==> src/rtl/arb_mux.sv <==
// arb_mux: N-input registered arbiter, round-robin or fixed priority, with valid/ready on every port.
module arb_mux #(
  parameter int WIDTH = 32,
  parameter int N     = 4,
  parameter int MODE  = 0,
  parameter int SEL_W = $clog2(N)
) (
  input  logic                 clk,
  input  logic                 reset_n,
  input  logic [N-1:0]         in_valid,
  input  logic [N*WIDTH-1:0]   in_data,
  output logic [N-1:0]         in_ready,
  output logic                 out_valid,
  output logic [WIDTH-1:0]     out_data,
  output logic [SEL_W-1:0]     out_sel,
  input  logic                 out_ready
);
  logic             valid_q, valid_d;
  logic [WIDTH-1:0] data_q, data_d;
  logic [SEL_W-1:0] sel_q, sel_d, ptr_q, ptr_d;
  logic [SEL_W-1:0] lo_sel, hi_sel, gnt;
  logic             lo_any, hi_any, load, acc;
  // Downward scan so the lowest index wins; hi_* only sees channels at or above ptr.
  always_comb begin
    lo_any = 1'b0;
    lo_sel = '0;
    hi_any = 1'b0;
    hi_sel = '0;
    for (int i = N - 1; i >= 0; i--) begin
      if (in_valid[i]) begin
        lo_any = 1'b1;
        lo_sel = SEL_W'(i);
        if (i >= int'(ptr_q)) begin
          hi_any = 1'b1;
          hi_sel = SEL_W'(i);
        end
      end
    end
  end
  assign load     = ~valid_q | out_ready;
  assign gnt      = (MODE == 0 && hi_any) ? hi_sel : lo_sel;
  assign acc      = load & lo_any;
  assign in_ready = acc ? N'(1) << gnt : '0;
  always_comb begin
    data_d = data_q;
    for (int i = 0; i < N; i++)
      if (in_ready[i]) data_d = in_data[i*WIDTH +: WIDTH];
    valid_d = acc | (valid_q & ~out_ready);
    sel_d   = acc ? gnt : sel_q;
    ptr_d   = (acc && MODE == 0) ? (int'(gnt) == N - 1 ? '0 : gnt + 1'b1) : ptr_q;
  end
  always_ff @(posedge clk or negedge reset_n) begin
    if (!reset_n) begin
      valid_q <= 1'b0;
      data_q  <= '0;
      sel_q   <= '0;
      ptr_q   <= '0;
    end else begin
      valid_q <= valid_d;
      data_q  <= data_d;
      sel_q   <= sel_d;
      ptr_q   <= ptr_d;
    end
  end
  assign out_valid = valid_q;
  assign out_data  = data_q;
  assign out_sel   = sel_q;
endmodule
==> config.mk <==
export PLATFORM = sky130hd
export DESIGN_NAME = arb_mux
export DESIGN_NICKNAME = d
export VERILOG_FILES = /design/src/rtl/arb_mux.sv
export SDC_FILE = /design/constraint.sdc
export NUM_CORES = 1
export LEC_CHECK = 0
export CORE_MARGIN = 2
export CORE_UTILIZATION = 38
export CTS_CLUSTER_SIZE = 12
export DETAILED_ROUTE_END_ITERATION = 10
export PLACE_DENSITY = 0.85
export SYNTH_ARGS = -nofsm -noshare
export SYNTH_HDL_FRONTEND = slang
export SYNTH_SLANG_ARGS = --single-unit
==> constraint.sdc <==
create_clock -name clk -period 3.38 [get_ports clk]
set_input_delay 0.338 -clock clk [delete_from_list [all_inputs] [get_ports clk]]
set_output_delay 0.338 -clock clk [all_outputs]
set_load 0.02 [all_outputs]
==> results.cfg <==
[sta]
rsz0062_at_grt = no
fin_crit_ns = 3.04
setup_viol = 0
maxSlewHeadroom_pct = 30.5
skew_ns = 0.0153
tightestPinTransition_ns = 1.04
finalHoldViolations = 0
setup-tns-final_ns = 0
period_share_pct = 89.9
timing.fmax_mhz = 329
drv_slew = 0

[yosys]
ys_seq_area_share_pct = 31.5
synth_nets = 486
yosys.area.top_type = dfrtp_1
yosysUniqueCellTypes = 28
yosysTopAreaCellShare_pct = 31.5
synth_warnings = 0
syn_area_per_cell_sq_um = 8.47
synth_cells = 347
synth.cell_area_sq_um = 2940
synth_area_leaders = dfrtp_1, nor3b_1, a31oi_1
ys_seq_elements = 37

[clock_network]
clkLatencyLatePin_ns = 0.29
htreeDepth = 2
cts_hold_buf = 0
clockBufferDepth = 2
cts_buffers = 5
cts-resized-gates = 0
ctsRootBufferMaster = clkbuf_8
tritoncts = built
clock-sinks = 37
postCtsSetupBuffers = 0
clk_pin_slew_ns = 0.08

[die]
die_y_microns = 91.9
num_io_pins = 174
core-area_sq_um = 7610
die_area_sq_um = 8450
rows = 32
die_w_microns = 91.9
start_util_pct = 38.6

[worst_setup_path]
cp_slowest_cell = clkdlybuf4s50_1
crit_type = primary input to output pin
reg2reg_to = out_data[24]
critPathLaunchType = primary input
path_delay_family = buffers and inverters
reg2reg_depth = 7
cp_cell_sequence = clkdlybuf4s50_1 -> mux2i_1 -> a221oi_1 -> buf_4 -> ha_2 -> and3_1 -> clkdlybuf4s50_1
path_max_fanout = 13
path_common_cell = clkdlybuf4s50_1
worst_path_largest_cell_delay_ns = 0.64
rrSetupSlack_ns = 0.63
worst-path-buf-inv = 3
cp.required_ns = 3.04
timing.rr.start = ptr_q[1]
crit_arrival_ns = 2.70
cp-end-kind = output pin

[routing]
wl_per_cell_microns = 18.2
vias = 3462
via_per_inst = 5.89
drc = 0
drt-pass1-iter-count = 5
antenna_left = 0
drtIter0Drc = 223
wirelength_microns = 10700

[place]
dp_hpwl_microns = 7480
numPortBuffers = 173
place_congestion = 0.832

[global_route]
grt_pass1_vias = 3395
grt_pass1_wl_microns = 17100
grt_antenna_before_repair = 0
grt_use_total_pct = 24.7
grt.overflow.total = 0
grt_max_degree = 62

[flow_run]
drv_cap = 0

[final_layout]
fin_nets = 624
area_growth_pct = 62.5
drive_above_1_share_pct = 5.97
diodes = 0
final_core_util_pct = 62.8
fillerInstances = 650

[status]
outcome = complete, no violations

[power_and_ir_drop]
ir_drop_mv = 0.449
power_density_nw_per_um2 = 693
p_leak_nw = 1.86

[worst_hold_path]
hp-class = primary input to async pin
## per-stage QoR
stage	instances	total power (W)	area (sq um)	hold WS, ns	setup WS, ns
global route	588	0.00352	4770	0.225	0.206
finish	588	0.00331	4770	0.166	0.340
global placement	580	0.00284	4650	0.480	0.353
CTS	588	0.00331	4770	0.182	0.339
detailed placement	580	0.00290	4650	0.495	0.227
floorplan	347	0.00207	2940	0.0424	0.682
## worst max path at each step
stage / startpoint / endpoint / cells after the start
floorplan: ptr_q[1] / out_data[0] / 11
global placement: in_valid[3] / out_data[28] / 8
detailed placement: in_valid[1] / out_data[27] / 8
CTS: in_valid[1] / in_ready[1] / 7
global route: in_valid[1] / in_ready[2] / 7
finish: in_valid[1] / in_ready[1] / 7
## cells in the mapped netlist
master	number
o22ai_1	32
or2_2	1
ha_1	4
a21bo_1	1
inv_1	2
buf_1	2
dfrtp_1	37
a31oi_1	64
mux2i_1	2
a221oi_1	1
buf_6	5
or4_4	1
nand3_1	1
a21oi_1	3
nand2b_1	2
a21o_1	32
nand4_1	32
and3_4	1
clkbuf_1	44
o31ai_1	1
buf_2	1
a211oi_1	1
nor3b_1	65
nor2_1	4
mux2_2	2
nor2b_1	1
and3_1	4
or4_1	1
## layout by cell type, fill, tap and decap left out, drive strengths merged
cell type and n:
a211oi 1, a21bo 1, a21o 32, a21oi 3, a221oi 1, a31oi 64, and3 5, buf 11
bufinv 1, clkbuf 6, clkdlybuf4s50 172, clkinvlp 1, dfrtp 37, ha 4, inv 2, mux2 2
mux2i 2, nand2b 2, nand3 1, nand4 32, nor2 4, nor2b 1, nor3b 65, o22ai 32
o31ai 1, or2 1, or4 2
## registers in the layout, indices dropped and copies added, names as in the netlist
name,flops
out_data,32
out_valid,1
out_sel,2
ptr_q,2
## layout make-up
type	instances	area, sq um	share of cell area, %
clock buffers	6	82.6	1.73
clock inverters	2	37.5	0.786
inverters	2	7.51	0.157
multi-input cells	256	1790	37.5
flip-flops and latches	37	926	19.4
well taps	102	128	2.67
repair buffers	183	1800	37.7
## where the power goes
| group | internal, W | switching, W |
|---|---|---|
| Sequential | 0.000654 | 0.000127 |
| Combinational | 0.000976 | 0.00114 |
| Clock | 0.000240 | 0.000168 |
## metal layers
| layer | wire, microns | vias up | GRT usage [%] |
|---|---|---|---|
| li1 | - | 1651 | - |
| met1 | 4460 | 1658 | 31.8 |
| met2 | 5440 | 143 | 43.8 |
| met3 | 679 | 10 | 4.11 |
| met4 | 146 | 0 | 4.98 |
| met5 | 0 | - | 0 |
## kinds of logic (layout without fill, tap and decap cells)
group / Yosys count / count (layout) / synth area share [%]
AOI/OAI and AO/OA: 135 / 135 / 30.3
adders and majority gates: 4 / 4 / 1.70
buffers and inverters: 54 / 193 / 8.22
DFF: 37 / 37 / 31.5
muxes: 4 / 4 / 1.45
and+or+nand+nor: 113 / 113 / 26.8
No activity file was read; power rests on OpenSTA's default activity.
